## src/rtl/shift_issue_ctrl_pkg.sv

```systemverilog
// ----------------------------------------------------------------------------
// shift_pkg
//   Shared definitions for the barrel-shifter issue controller.
//   DATA_W      : operand / result width
//   AMT_W       : shift-amount width
//   shift_req_t : one queued shift request (operand, amount, fill bit)
//   REQ_W       : flattened width of shift_req_t, used to size the request FIFO
// ----------------------------------------------------------------------------
package shift_pkg;

  localparam int DATA_W = 32;
  localparam int AMT_W  = 5;

  typedef struct packed {
    logic [DATA_W-1:0] data;
    logic [AMT_W-1:0]  amount;
    logic              shift_in;
  } shift_req_t;

  localparam int REQ_W = $bits(shift_req_t);

endpackage

```

## src/rtl/shift_issue_ctrl_sync_fifo.sv

```systemverilog
// ----------------------------------------------------------------------------
// sync_fifo
//   Single-clock FIFO with occupancy count. Push and pop may occur in the
//   same cycle, including when the FIFO is full (the pop frees the slot the
//   push lands in). A push into a full FIFO without a pop is ignored; a pop
//   from an empty FIFO is ignored.
// Ports:
//   clk, rst   : clock, asynchronous active-high reset
//   push       : write push_data this cycle
//   push_data  : data to write
//   pop        : remove the head this cycle
//   pop_data   : current head (registered storage, no path from push/pop)
//   count      : number of stored entries
// ----------------------------------------------------------------------------
module sync_fifo #(
  parameter int WIDTH = 32,
  parameter int DEPTH = 4
) (
  input  logic                       clk,
  input  logic                       rst,
  input  logic                       push,
  input  logic [WIDTH-1:0]           push_data,
  input  logic                       pop,
  output logic [WIDTH-1:0]           pop_data,
  output logic [$clog2(DEPTH+1)-1:0] count
);

  localparam int PTR_W = $clog2(DEPTH);
  localparam int CNT_W = $clog2(DEPTH + 1);

  logic [WIDTH-1:0] mem_q [DEPTH];
  logic [WIDTH-1:0] mem_d [DEPTH];
  logic [PTR_W-1:0] wr_ptr_q, wr_ptr_d;
  logic [PTR_W-1:0] rd_ptr_q, rd_ptr_d;
  logic [CNT_W-1:0] count_q, count_d;
  logic             empty, full, do_push, do_pop;

  assign empty    = (count_q == '0);
  assign full     = (count_q == CNT_W'(DEPTH));
  assign do_pop   = pop && !empty;
  // When full, a simultaneous pop makes room for the push.
  assign do_push  = push && (!full || do_pop);
  assign pop_data = mem_q[rd_ptr_q];
  assign count    = count_q;

  always_comb begin
    mem_d    = mem_q;
    wr_ptr_d = wr_ptr_q;
    rd_ptr_d = rd_ptr_q;
    count_d  = count_q;
    if (do_push) begin
      mem_d[wr_ptr_q] = push_data;
      wr_ptr_d        = wr_ptr_q + PTR_W'(1);
    end
    if (do_pop) begin
      rd_ptr_d = rd_ptr_q + PTR_W'(1);
    end
    case ({do_push, do_pop})
      2'b10:   count_d = count_q + CNT_W'(1);
      2'b01:   count_d = count_q - CNT_W'(1);
      default: count_d = count_q;
    endcase
  end

  // Storage is cleared on reset so the head output reads 0 while idle.
  always_ff @(posedge clk or posedge rst) begin
    if (rst) begin
      for (int i = 0; i < DEPTH; i++) begin
        mem_q[i] <= '0;
      end
      wr_ptr_q <= '0;
      rd_ptr_q <= '0;
      count_q  <= '0;
    end else begin
      mem_q    <= mem_d;
      wr_ptr_q <= wr_ptr_d;
      rd_ptr_q <= rd_ptr_d;
      count_q  <= count_d;
    end
  end

endmodule

```

## src/rtl/shift_issue_ctrl.sv

```systemverilog
// ----------------------------------------------------------------------------
// shift_issue_ctrl
//   Request buffer and issue controller in front of a non-stallable pipelined
//   barrel shifter. Requests are queued, issued one per cycle onto the Sh*
//   registers, tracked by a shadow valid pipeline of LATENCY bits, and the
//   matching ShOut values are captured in order into a result FIFO.
//
//   Handshakes (both sides): a transfer happens on a rising Clock edge where
//   valid && ready are both high. Valid, once raised, is held with stable data
//   until the transfer. ReqReady, ResValid and ResData come from registered
//   state only; neither ready nor valid depends combinationally on the other
//   side's signal.
//
//   Credit rule: a request issues only while res_count + InFlight < RES_DEPTH,
//   so every operation in the shifter has a guaranteed result FIFO slot. The
//   same-cycle result pop is deliberately ignored to keep the check short.
// Ports:
//   Clock, Reset          : clock, asynchronous active-high reset
//   ReqValid/ReqReady     : request handshake
//   ReqData/ReqAmount/ReqShiftIn : operand, left-shift amount, fill bit
//   ShIn/ShAmount/ShShiftIn      : registered operands to the shifter
//   ShOut                 : shifter result, valid when the shadow tail is set
//   ResValid/ResReady     : result handshake
//   ResData               : head of the result FIFO
//   InFlight              : operations currently inside the shifter
//   Busy                  : any FIFO non-empty or InFlight != 0
// ----------------------------------------------------------------------------
module shift_issue_ctrl
  import shift_pkg::*;
#(
  parameter int LATENCY   = 5,
  parameter int REQ_DEPTH = 4,
  parameter int RES_DEPTH = 8
) (
  input  logic                           Clock,
  input  logic                           Reset,
  input  logic                           ReqValid,
  output logic                           ReqReady,
  input  logic [DATA_W-1:0]              ReqData,
  input  logic [AMT_W-1:0]               ReqAmount,
  input  logic                           ReqShiftIn,
  output logic [DATA_W-1:0]              ShIn,
  output logic [AMT_W-1:0]               ShAmount,
  output logic                           ShShiftIn,
  input  logic [DATA_W-1:0]              ShOut,
  output logic                           ResValid,
  input  logic                           ResReady,
  output logic [DATA_W-1:0]              ResData,
  output logic [$clog2(LATENCY+1)-1:0]   InFlight,
  output logic                           Busy
);

  localparam int IF_W  = $clog2(LATENCY + 1);
  localparam int RQC_W = $clog2(REQ_DEPTH + 1);
  localparam int RSC_W = $clog2(RES_DEPTH + 1);
  localparam int CR_W  = $clog2(RES_DEPTH + LATENCY + 1);

  // Request side
  shift_req_t       req_push_data;
  shift_req_t       req_head;
  logic [RQC_W-1:0] req_count;
  logic             req_push, req_empty, req_full;

  // Result side
  logic [RSC_W-1:0] res_count;
  logic             res_push, res_pop, res_empty;

  // Issue / tracking state
  logic               ready_q, ready_d;
  logic [DATA_W-1:0]  sh_in_q, sh_in_d;
  logic [AMT_W-1:0]   sh_amount_q, sh_amount_d;
  logic               sh_shift_in_q, sh_shift_in_d;
  logic [LATENCY-1:0] shadow_q, shadow_d;
  logic [IF_W-1:0]    in_flight_q, in_flight_d;
  logic [CR_W-1:0]    credit_used;
  logic               issue;

  // ready_q holds ReqReady low through reset and for the edge that ends it.
  assign req_full  = (req_count == RQC_W'(REQ_DEPTH));
  assign req_empty = (req_count == '0);
  assign ReqReady  = ready_q && !req_full;
  assign req_push  = ReqValid && ReqReady;

  assign req_push_data.data     = ReqData;
  assign req_push_data.amount   = ReqAmount;
  assign req_push_data.shift_in = ReqShiftIn;

  // The tail of the shadow pipeline lines up with a valid ShOut.
  assign res_push  = shadow_q[LATENCY-1];
  assign res_empty = (res_count == '0);
  assign ResValid  = !res_empty;
  assign res_pop   = ResValid && ResReady;

  assign ShIn      = sh_in_q;
  assign ShAmount  = sh_amount_q;
  assign ShShiftIn = sh_shift_in_q;
  assign InFlight  = in_flight_q;
  assign Busy      = !req_empty || !res_empty || (in_flight_q != '0);

  sync_fifo #(
    .WIDTH (REQ_W),
    .DEPTH (REQ_DEPTH)
  ) u_req_fifo (
    .clk       (Clock),
    .rst       (Reset),
    .push      (req_push),
    .push_data (req_push_data),
    .pop       (issue),
    .pop_data  (req_head),
    .count     (req_count)
  );

  sync_fifo #(
    .WIDTH (DATA_W),
    .DEPTH (RES_DEPTH)
  ) u_res_fifo (
    .clk       (Clock),
    .rst       (Reset),
    .push      (res_push),
    .push_data (ShOut),
    .pop       (res_pop),
    .pop_data  (ResData),
    .count     (res_count)
  );

  always_comb begin
    ready_d       = 1'b1;
    sh_in_d       = sh_in_q;
    sh_amount_d   = sh_amount_q;
    sh_shift_in_d = sh_shift_in_q;
    in_flight_d   = in_flight_q;

    credit_used = CR_W'(res_count) + CR_W'(in_flight_q);
    issue       = !req_empty && (credit_used < CR_W'(RES_DEPTH));

    if (issue) begin
      sh_in_d       = req_head.data;
      sh_amount_d   = req_head.amount;
      sh_shift_in_d = req_head.shift_in;
    end

    // Bit 0 marks "Sh* carries a new operation this cycle"; cleared on idle.
    shadow_d = (shadow_q << 1) | LATENCY'(issue);

    case ({issue, res_push})
      2'b10:   in_flight_d = in_flight_q + IF_W'(1);
      2'b01:   in_flight_d = in_flight_q - IF_W'(1);
      default: in_flight_d = in_flight_q;
    endcase
  end

  always_ff @(posedge Clock or posedge Reset) begin
    if (Reset) begin
      ready_q       <= 1'b0;
      sh_in_q       <= '0;
      sh_amount_q   <= '0;
      sh_shift_in_q <= 1'b0;
      shadow_q      <= '0;
      in_flight_q   <= '0;
    end else begin
      ready_q       <= ready_d;
      sh_in_q       <= sh_in_d;
      sh_amount_q   <= sh_amount_d;
      sh_shift_in_q <= sh_shift_in_d;
      shadow_q      <= shadow_d;
      in_flight_q   <= in_flight_d;
    end
  end

endmodule

```

## config.mk

```make
export PLATFORM = sky130hd
export DESIGN_NAME = shift_issue_ctrl
export DESIGN_NICKNAME = d
export VERILOG_FILES = /design/src/rtl/shift_issue_ctrl_pkg.sv /design/src/rtl/shift_issue_ctrl_sync_fifo.sv /design/src/rtl/shift_issue_ctrl.sv
export SDC_FILE = /design/constraint.sdc
export NUM_CORES = 1
export LEC_CHECK = 0
export BUFFER_PORTS_ARGS = -buffer_cell sky130_fd_sc_hd__buf_2
export CAP_MARGIN = 5
export CORE_MARGIN = 2
export CORE_UTILIZATION = 51
export CTS_CLUSTER_SIZE = 24
export DETAILED_ROUTE_END_ITERATION = 8
export PLACE_DENSITY = 0.69
export SLEW_MARGIN = 10
export SYNTH_ARGS = -nofsm -noshare
export SYNTH_HDL_FRONTEND = slang
export SYNTH_SLANG_ARGS = --single-unit
```

## constraint.sdc

```tcl
create_clock -name Clock -period 22.9 [get_ports Clock]
set_input_delay 4.58 -clock Clock [delete_from_list [all_inputs] [get_ports Clock]]
set_output_delay 4.58 -clock Clock [all_outputs]
set_load 0.01 [all_outputs]
```

==> impl_metrics.yaml, run 1 <==
run_status:
  outcome: "finished, final reports clean"
sta:
  holdWs_ps: 345
  rsz0062_at_grt: "false"
  setup_slack_ps: 15140
  min_period_ps: 7760
  final_hold_viol_count: 0
  fmax_ghz: 0.129
  fin_crit_sh: 0.339
  slew_headroom: 0.295
  setup_viol: 0
  worst_slew_pin_slew_ps: 1060
  fin_worst_skew_ps: 12.4
  setup_tns_ps: 0
  finalMaxSlewViolations: 0
finish:
  final_nets: 1471
  area_growth_pct: 14.4
  finalInstanceArea_um2: 23800
  fillCellCount: 3080
  drive_above_1_share: 0.597
placed_design:
  port_buffers: 149
  hpwl_um: 23900
  place_ws_ps: 15500
  placed_area_um2: 22000
  place.gp.congestion: 0.717
worst_setup_path:
  path_cells: "buf_4, mux4_2, mux2_2, buf_2"
  critPathMaxStageDelay_ps: 820
  rrSetupSlack_ps: 19800
  cp.arrival_ps: 3180
  worst-path-max-fanout: 38
  crit_slowest_cell: "dfrtp_4"
  crit_buf_inv: 2
  start_kind: "flip-flop"
  critPathKind: "flip-flop to output pin"
  crit_family: "multiplexers"
  worst_setup_path_end_kind: "output pin"
  worstPathRequired_ps: 18320
routing:
  first_iter_violations: 444
  drc: 0
  drt_wl_total_um: 42000
  final_antenna_net_count: 0
  via_count: 11100
  vias_per_cell: 5.68
  first_pass_iters: 4
  wl_per_cell_um: 21.5
power_and_ir_drop:
  internal-power_w: 0.00270
  comb_power_share: 0.384
  power.switching_w: 0.00116
  power_w: 0.00386
  power-per-cell-area_nw_per_um2: 162
  p_sw_frac: 0.301
  p_leak_nw: 10.6
  seqPwrFrac: 0.392
  ir_worst_vdd_mv: 0.111
  power_frac_clock: 0.223
synth:
  yosys_register_bits: 472
  ys_seq_area_frac: 0.569
  syn_area_um2: 20800
  yosysUniqueCellTypes: 37
  ys_warn_count: 0
  ys_async_sr_fraction: 1.00
  synth_edf_count: 0
  netlist_instances: 1237
  avgSynthCellArea_um2: 16.8
  synth_nets: 1327
  synth_ff_type: "dfrtp_1"
clocking:
  cts_tree: "yes"
  cts_buffer_depth: 3
  htree_levels: 2
  numCtsBuffers: 51
  cts_resized: 0
  insertion_delay_ps: 590
  hold_buffers: 0
  root_buffer: "clkbuf_16"
  post_cts_buffers: 0
  cts.reportedPaths.clkPinSlew_ps: 60
  cts_sinks: 472
die:
  chipHeight_um: 206
  die_area_um2: 42400
  core-area_um2: 40000
  std_cell_rows: 73
  pin_count: 150
  chipWidth_um: 206
  initial_core_util: 0.519
grt:
  overflow: 0
  grt_pass1_vias: 12000
  busiest_layer: "met2"
  grtUsageMet3: 0.0447
  grt_pass1_wl_um: 67700
  met1_usage: 0.279
  antenna_found_initial: 7
  grt_usage: 0.207
  met2_usage: 0.339
  grt_max_degree: 190
run:
  cap_viol_max_count: 0
hold_path:
  hold_class: "flip-flop to flip-flop"
==> placed cells by master, fill, tap and decap left out, types with 3 or more instances in the layout <==
cell type  instances
a21oi_1            4
buf_2            149
buf_4             20
bufinv_16          7
clkbuf_1          10
clkbuf_16         51
clkbuf_8          12
clkinv_2          10
dfrtp_1          467
dfrtp_2            4
fa_1               3
ha_1              13
inv_1             13
inv_6              3
mux2_2           446
mux2_4            33
mux4_2           102
nand2_1           10
nand2_2            4
nand3b_1           3
nand4b_1           3
nor2_1             6
nor3_1             3
o21ai_0            4
xnor2_1            9
xor2_1             6
==> worst paths after layout <==
kind,startpoint,to,cells after the start
worst max-delay path,u_res_fifo.rd_ptr_q[0],ResData[7],4
worst min-delay path,shadow_q[3],shadow_q[4],0
worst max register to register,InFlight[2],u_req_fifo.count[2],12
worst min register to register,shadow_q[3],shadow_q[4],0
max in group asynchronous,Reset,u_res_fifo.mem_q[41],4
min in group asynchronous,Reset,ShIn[8],2
==> layer usage <==
| layer | wire [um] | up-vias | part of all wire |
|---|---|---|---|
| met3 | 2050 | 74 | 0.049 |
| li1 | - | 4900 | - |
| met1 | 18400 | 5900 | 0.44 |
| met5 | 54 | - | 0.0013 |
| met4 | 962 | 10 | 0.023 |
| met2 | 20500 | 186 | 0.49 |
==> metrics by stage <==
stage	std cells	utilization
2_1_floorplan	1237	-
3_3_place_gp	1853	0.549
3_5_place_dp	1853	0.549
4_1_cts	1948	0.594
5_1_grt	1949	0.594
6_report	1950	0.594
==> flip-flops by register name, summed over array words and instances (netlist names) <==
signal / cells
u_req_fifo.mem_q: 152
u_res_fifo.rd_ptr_q: 3
u_req_fifo.rd_ptr_q: 2
ShAmount: 5
InFlight: 3
u_req_fifo.count: 3
u_res_fifo.mem_q: 256
shadow_q: 5
ShShiftIn: 1
ShIn: 32
u_res_fifo.count: 4
u_res_fifo.wr_ptr_q: 3
u_req_fifo.wr_ptr_q: 2
ready_q: 1
==> final cells by class <==
cell class,count,area [um^2],share of cell area
diodes,2,5.00,0.000211
clock buffers,73,1480,0.0622
clock inverters,22,302,0.0127
inverters,16,67.6,0.00284
multi-input cells,670,8520,0.359
flip-flops and latches,472,11800,0.497
well taps,525,657,0.0276
repair buffers,170,916,0.0385
==> cell families after synthesis <==
group,Yosys count,synth area share
compound gates,13,0.00380
flops,472,0.569
fa+ha+maj,16,0.0107
other cells,1,0.000181
simple gates,42,0.0113
buf+inv,95,0.0220
xor+xnor,15,0.00632
mux,583,0.377
==> synth_stat cells, types with 2 or more instances <==
cell type,count,share of area
dfrtp_1,472,0.57
mux2_2,446,0.24
mux4_2,102,0.11
mux2_4,33,0.024
buf_2,32,0.0077
clkbuf_1,30,0.0054
inv_1,15,0.0027
nand2_1,14,0.0025
ha_1,13,0.0078
buf_1,9,0.0016
xnor2_1,9,0.0038
buf_6,8,0.0043
nor2_1,6,0.0011
xor2_1,6,0.0025
a21oi_1,4,0.00096
o21ai_0,4,0.00096
fa_1,3,0.0029
nand3_1,3,0.00072
nand3b_1,3,0.0011
nand4b_1,3,0.0013
nor3_1,3,0.00072
mux2i_1,2,0.00096
nand4_1,2,0.00060
or4_1,2,0.00072
==> power by group through the flow <==
stage | clock network (W) | logic (W) | registers [W]
floorplan | 0 | 0.00121 | 0.00143
global placement | 0 | 0.00147 | 0.00151
detailed placement | 0 | 0.00151 | 0.00152
CTS | 0.000884 | 0.00151 | 0.00151
global route | 0.000920 | 0.00162 | 0.00157
finish | 0.000862 | 0.00148 | 0.00151
Power figures use the tool's default switching activity.
==> run 2: changes to the inputs <==
--- a/config.mk
+++ b/config.mk
@@ -11,7 +11,7 @@
 export CORE_UTILIZATION = 51
 export CTS_CLUSTER_SIZE = 24
 export DETAILED_ROUTE_END_ITERATION = 8
-export PLACE_DENSITY = 0.69
+export PLACE_DENSITY = 0.72
 export SLEW_MARGIN = 10
 export SYNTH_ARGS = -nofsm -noshare
 export SYNTH_HDL_FRONTEND = slang
==> constraint.sdc (replaced) <==
create_clock -name Clock -period 6.55 [get_ports Clock]
set_input_delay 1.31 -clock Clock [delete_from_list [all_inputs] [get_ports Clock]]
set_output_delay 1.31 -clock Clock [all_outputs]
set_load 0.01 [all_outputs]
==> run 2 against run 1 <==
Non-clock buffer count decreased by 1. Wire length decreased by 1.9%. Power increased to 3.5 times the previous value. Critical endpoint is now ResData[20]. Hold slack improved by 3.6 ps. Largest cell class unchanged. Via count decreased by 0.68%. Largest power group unchanged. Die area unchanged. First-iteration DRC count increased by 5.2%. Final cell count decreased by 0.26%.
==> impl_metrics.yaml, run 2 (synthesized netlist as in run 1, its figures left out) <==
run_status:
  outcome: "finished, final reports clean"
placed_design:
  place_ws_ps: 2590
  place.gp.congestion: 0.715
  hpwl_um: 23800
  port_buffers: 149
hold_path:
  worstHoldStart: "shadow_q[1]"
  hold_path_end: "shadow_q[2]"
  hold_class: "flip-flop to flip-flop"
  hold_depth: 0
sta:
  fin_worst_skew_ps: 8.63
  setup_slack_ps: 2070
  min_period_ps: 4480
  worst_slew_pin_slew_ps: 1110
  final_hold_viol_count: 0
  fin_crit_sh: 0.683
  setup_tns_ps: 0
  rsz0062_at_grt: "false"
  setup_viol: 0
  fmax_ghz: 0.223
  slew_headroom: 0.259
  finalMaxSlewViolations: 0
  holdWs_ps: 348
power_and_ir_drop:
  power-per-cell-area_nw_per_um2: 566
  power_w: 0.0134
  p_leak_nw: 10.6
  ir_worst_vdd_mv: 0.300
finish:
  final_util: 0.594
  top_register: "u_res_fifo.mem_q"
  largest_reg_flops: 256
  drive_above_1_share: 0.594
  layout_common_cells: "467 x dfrtp_1, 446 x mux2_2, 149 x buf_2, 102 x mux4_2, 53 x clkbuf_16"
  area_growth_pct: 14.3
  mostFrequentLayoutCell: "dfrtp_1"
  final_nets: 1469
grt:
  grt_usage: 0.203
  grt_pass1_wl_um: 66400
  grt_max_degree: 164
  overflow: 0
  grt_pass1_vias: 11900
  antenna_found_initial: 7
worst_setup_path:
  worst-path-max-fanout: 53
  worstRegToRegCells: 8
  critPathKind: "flip-flop to output pin"
  start_kind: "flip-flop"
  worstPathRequired_ps: 5240
  cp.arrival_ps: 3170
  crit_family: "flip-flops"
  path_cells: "buf_4, mux4_2, mux2_2, buf_2"
  cp.depth: 4
  rr_endpoint: "u_res_fifo.count[3]"
  critPathMaxStageDelay_ps: 1140
  worst_setup_path_end_kind: "output pin"
  critPathLaunch: "u_res_fifo.rd_ptr_q[0]"
  rrSetupSlack_ps: 3700
  crit_buf_inv: 2
  reg2reg_from: "u_res_fifo.count[0]"
  crit_slowest_cell: "dfrtp_4"
die:
  std_cell_rows: 73
  pin_count: 150
  chipWidth_um: 206
  core-area_um2: 40000
  die_area_um2: 42400
  chipHeight_um: 206
  initial_core_util: 0.519
clocking:
  hold_buffers: 0
  cts_buffer_depth: 3
  cts_sinks: 472
  root_buffer: "clkbuf_16"
  cts_tree: "yes"
  cts_resized: 0
  htree_levels: 2
  numCtsBuffers: 50
  cts.reportedPaths.clkPinSlew_ps: 60
  insertion_delay_ps: 580
  post_cts_buffers: 0
routing:
  wl_per_cell_um: 21.2
  vias_per_cell: 5.65
  via_count: 11000
  first_pass_iters: 4
  final_antenna_net_count: 0
  drc: 0
  drt_wl_total_um: 41200
  first_iter_violations: 467
run:
  cap_viol_max_count: 0
## run 2: cell count changes in the layout (fill, tap and decap cells not counted), sizes merged
cell    before  now
diode        2    3
bufinv       7    5
inv         18   14
buf        170  169
clkinv      11    5
clkbuf      73   80
## run 2: worst max path at each step
stage                       end  slack (ps)
CTS                 ResData[25]        1940
finish              ResData[20]        2070
detailed placement  ResData[20]        2590
global route        ResData[19]        1820
global placement    ResData[25]        2600
floorplan           InFlight[0]       -1150
## run 2: final cells by class
cell class,instances,area [um^2]
fill,3075,16300
clock buffer,80,1580
timing repair buffer,169,921
antenna,3,7.51
tap,525,657
clock inverter,10,178
sequential,472,11800
inverter,16,63.8
multi-input combinational,670,8520
## run 2: worst reg2reg max path, stage by stage, from the launching register on
cell,delay (ps)
dfrtp_1,440
or4_1,610
and2_1,250
ha_1,280
ha_1,290
a21o_1,200
a2111oi_0,430
nand3b_1,170
nand3_1,60
## run 2: metrics by stage
step           std cells  instance area (um^2)
6_report            1945                 23700
5_1_grt             1943                 23700
4_1_cts             1942                 23700
3_5_place_dp        1852                 22000
3_3_place_gp        1852                 22000
2_1_floorplan       1237                 20800
## run 2: per-layer routing
layer | share of wire | wire length, um | GRT usage
met3 | 0.048 | 1980 | 0.0466
met4 | 0.020 | 812 | 0.0597
met1 | 0.44 | 18200 | 0.274
met2 | 0.49 | 20200 | 0.330
met5 | 0.00044 | 18 | 0
## run 2: power breakdown
group          switching, W  internal, W
Sequential         0.000989      0.00441
Clock               0.00113      0.00184
Combinational       0.00190      0.00318
Total               0.00402      0.00942
==> run 3: changes to the inputs <==
--- a/config.mk
+++ b/config.mk
@@ -5,13 +5,14 @@
 export SDC_FILE = /design/constraint.sdc
 export NUM_CORES = 1
 export LEC_CHECK = 0
+export ABC_AREA = 1
 export BUFFER_PORTS_ARGS = -buffer_cell sky130_fd_sc_hd__buf_2
 export CAP_MARGIN = 5
 export CORE_MARGIN = 2
 export CORE_UTILIZATION = 51
 export CTS_CLUSTER_SIZE = 24
 export DETAILED_ROUTE_END_ITERATION = 8
-export PLACE_DENSITY = 0.72
+export PLACE_DENSITY = 0.69
 export SLEW_MARGIN = 10
 export SYNTH_ARGS = -nofsm -noshare
 export SYNTH_HDL_FRONTEND = slang
==> constraint.sdc (replaced) <==
create_clock -name Clock -period 4.25 [get_ports Clock]
set_input_delay 0.85 -clock Clock [delete_from_list [all_inputs] [get_ports Clock]]
set_output_delay 0.85 -clock Clock [all_outputs]
set_load 0.01 [all_outputs]
==> run 3 against run 2 <==
Clock skew rose by 11 ps. Sequential power increased by 43%. Area after synthesis increased by 8.8%. Wire length rose by 63%. Sequential share of layout area fell by 2.9 points. Via count up 86%. Hold slack worse by 2.1 ps.
==> impl_metrics.yaml, run 3 <==
routing:
  drt_wl_total_um: 67000
  wl_per_cell_um: 18.9
  drc: 0
  first_iter_violations: 2057
  first_pass_iters: 5
  via_count: 20500
  final_antenna_net_count: 0
  vias_per_cell: 5.78
placed_design:
  place_ws_ps: 1350
  port_buffers: 149
  hpwl_um: 36800
  place.gp.congestion: 0.808
grt:
  overflow: 0
  grt_pass1_vias: 19700
  grt_pass1_wl_um: 108000
  grt_max_degree: 130
  antenna_found_initial: 11
  grt_usage: 0.289
synth:
  ys_async_sr_fraction: 1.00
  avgSynthCellArea_um2: 7.79
  yosys_register_bits: 472
  synth_edf_count: 0
  synthTopCellsByArea: "dfrtp_1 52%, nand2_1 18%, nand3_1 6.8%"
  netlist_top_cells_count: "1068 x nand2_1, 472 x dfrtp_1, 309 x nand3_1, 291 x nor2_1, 203 x o21ai_0"
  yosys.area.top_type: "dfrtp_1"
  yosysUniqueCellTypes: 27
  syn_area_um2: 22600
  ys_warn_count: 0
  synth_nets: 2994
  synthDominantCellAreaShare: 0.522
  netlist_instances: 2904
  synth_ff_type: "dfrtp_1"
  yosysMostFrequentCell: "nand2_1"
  ys_seq_area_frac: 0.522
clocking:
  htree_levels: 2
  post_cts_buffers: 0
  cts_resized: 0
  insertion_delay_ps: 600
  cts_tree: "yes"
  cts_sinks: 472
  root_buffer: "clkbuf_16"
  cts_buffer_depth: 3
  cts.reportedPaths.clkPinSlew_ps: 60
  hold_buffers: 0
  numCtsBuffers: 50
sta:
  fin_crit_sh: 0.815
  worst_slew_pin_slew_ps: 1190
  rsz0062_at_grt: "false"
  holdWs_ps: 346
  setup_viol: 0
  finalMaxSlewViolations: 0
  setup_slack_ps: 788
  fin_worst_skew_ps: 19.7
  fmax_ghz: 0.289
  slew_headroom: 0.209
  min_period_ps: 3460
  final_hold_viol_count: 0
worst_setup_path:
  critPathKind: "flip-flop to output pin"
  cp.arrival_ps: 2610
  worst-path-max-fanout: 47
  worst_setup_path_end_kind: "output pin"
  worstPathRequired_ps: 3400
  start_kind: "flip-flop"
die:
  initial_core_util: 0.513
  chipHeight_um: 215
  chipWidth_um: 215
  pin_count: 150
  std_cell_rows: 77
  die_area_um2: 46000
  core-area_um2: 44000
power_and_ir_drop:
  p_leak_nw: 13.2
  ir_worst_vdd_mv: 0.634
  power-per-cell-area_nw_per_um2: 878
finish:
  largest_reg_flops: 256
  top_register: "u_res_fifo.mem_q"
  final_nets: 2989
  layout_common_cells: "1068 x nand2_1, 469 x dfrtp_1, 308 x nand3_1, 284 x nor2_1, 203 x o21ai_0"
  fillCellCount: 4096
  mostFrequentLayoutCell: "nand2_1"
  drive_above_1_share: 0.105
  area_growth_pct: 11.5
hold_path:
  hold_class: "flip-flop to flip-flop"
run_status:
  outcome: "finished, final reports clean"
run:
  cap_viol_max_count: 0
run 3: cell count changes in the layout (fill, tap and decap cells not counted), moves of 31 or more:
cell | previous run | this run
nand2_1 | 10 | 1068
mux2_4 | 33 | 0
nor2_1 | 6 | 284
o22ai_1 | 0 | 64
mux2_2 | 446 | 0
nand3_1 | 2 | 308
nand4_1 | 2 | 153
mux4_2 | 102 | 0
o21ai_0 | 4 | 203
buf_4 | 18 | 49
run 3: cell families (layout without fill, tap and decap cells):
logic type / after synthesis / after routing / synth area share
AO/OA/AOI/OAI: 281 / 281 / 0.0665
XOR/XNOR: 11 / 11 / 0.00426
adder cells (fa/ha/maj): 16 / 16 / 0.00985
buffers and inverters: 295 / 327 / 0.0583
flip-flops: 472 / 472 / 0.522
other: 1 / 10 / 0.000166
AND/OR/NAND/NOR: 1828 / 1828 / 0.338
run 3: per-layer routing:
metal	GRT usage	vias up	part of all wire
li1	-	9492	-
met1	0.393	9949	0.41
met2	0.470	874	0.47
met3	0.0539	133	0.085
met4	0.0954	8	0.029
met5	0	-	0.00075
run 3: worst paths after layout:
kind	from	slack [ps]	endpoint	cells after the start
max	u_res_fifo.rd_ptr_q[1]	790	ResData[1]	7
min	shadow_q[1]	350	shadow_q[2]	0
max reg2reg	u_res_fifo.count[2]	1530	u_req_fifo.count[2]	12
min reg2reg	shadow_q[1]	350	shadow_q[2]	0
max in group asynchronous	Reset	2720	u_res_fifo.mem_q[24]	3
min in group asynchronous	Reset	460	u_res_fifo.mem_q[68]	2
run 3: cell type report:
type	count	area [um^2]	area share
clock inverter	14	201	0.00799
multi-input combinational	2137	9500	0.377
inverter	31	126	0.00501
sequential	472	11800	0.469
timing repair buffer	207	1320	0.0522
clock buffer	75	1480	0.0586
tap	592	741	0.0294
antenna	9	22.5	0.000894
run 3: worst max-delay path, cell delays in order, from the launching register on:
cell and delay, ps:
dfrtp_2 400, inv_1 580, buf_12 340, o21ai_0 130
o22ai_1 130, nand2_1 100, nand2_1 170, buf_2 160
run 3: through the flow:
step	util	total power (W)	instance area (um^2)	setup TNS [ps]	std cells
2_1_floorplan	-	0.0145	22600	-1412620	2904
3_3_place_gp	0.533	0.0173	23500	0	3438
3_5_place_dp	0.533	0.0176	23500	0	3438
4_1_cts	0.571	0.0221	25200	0	3527
5_1_grt	0.572	0.0238	25200	0	3528
6_report	0.572	0.0221	25200	0	3537
run 3: power breakdown:
group	total (W)	leakage (nW)	switching, W	internal, W
sequential	0.00773	5.90	0.00112	0.00660
clock	0.00451	0.826	0.00182	0.00269
combinational	0.00989	6.43	0.00679	0.00310
total	0.0221	13.2	0.00974	0.0124
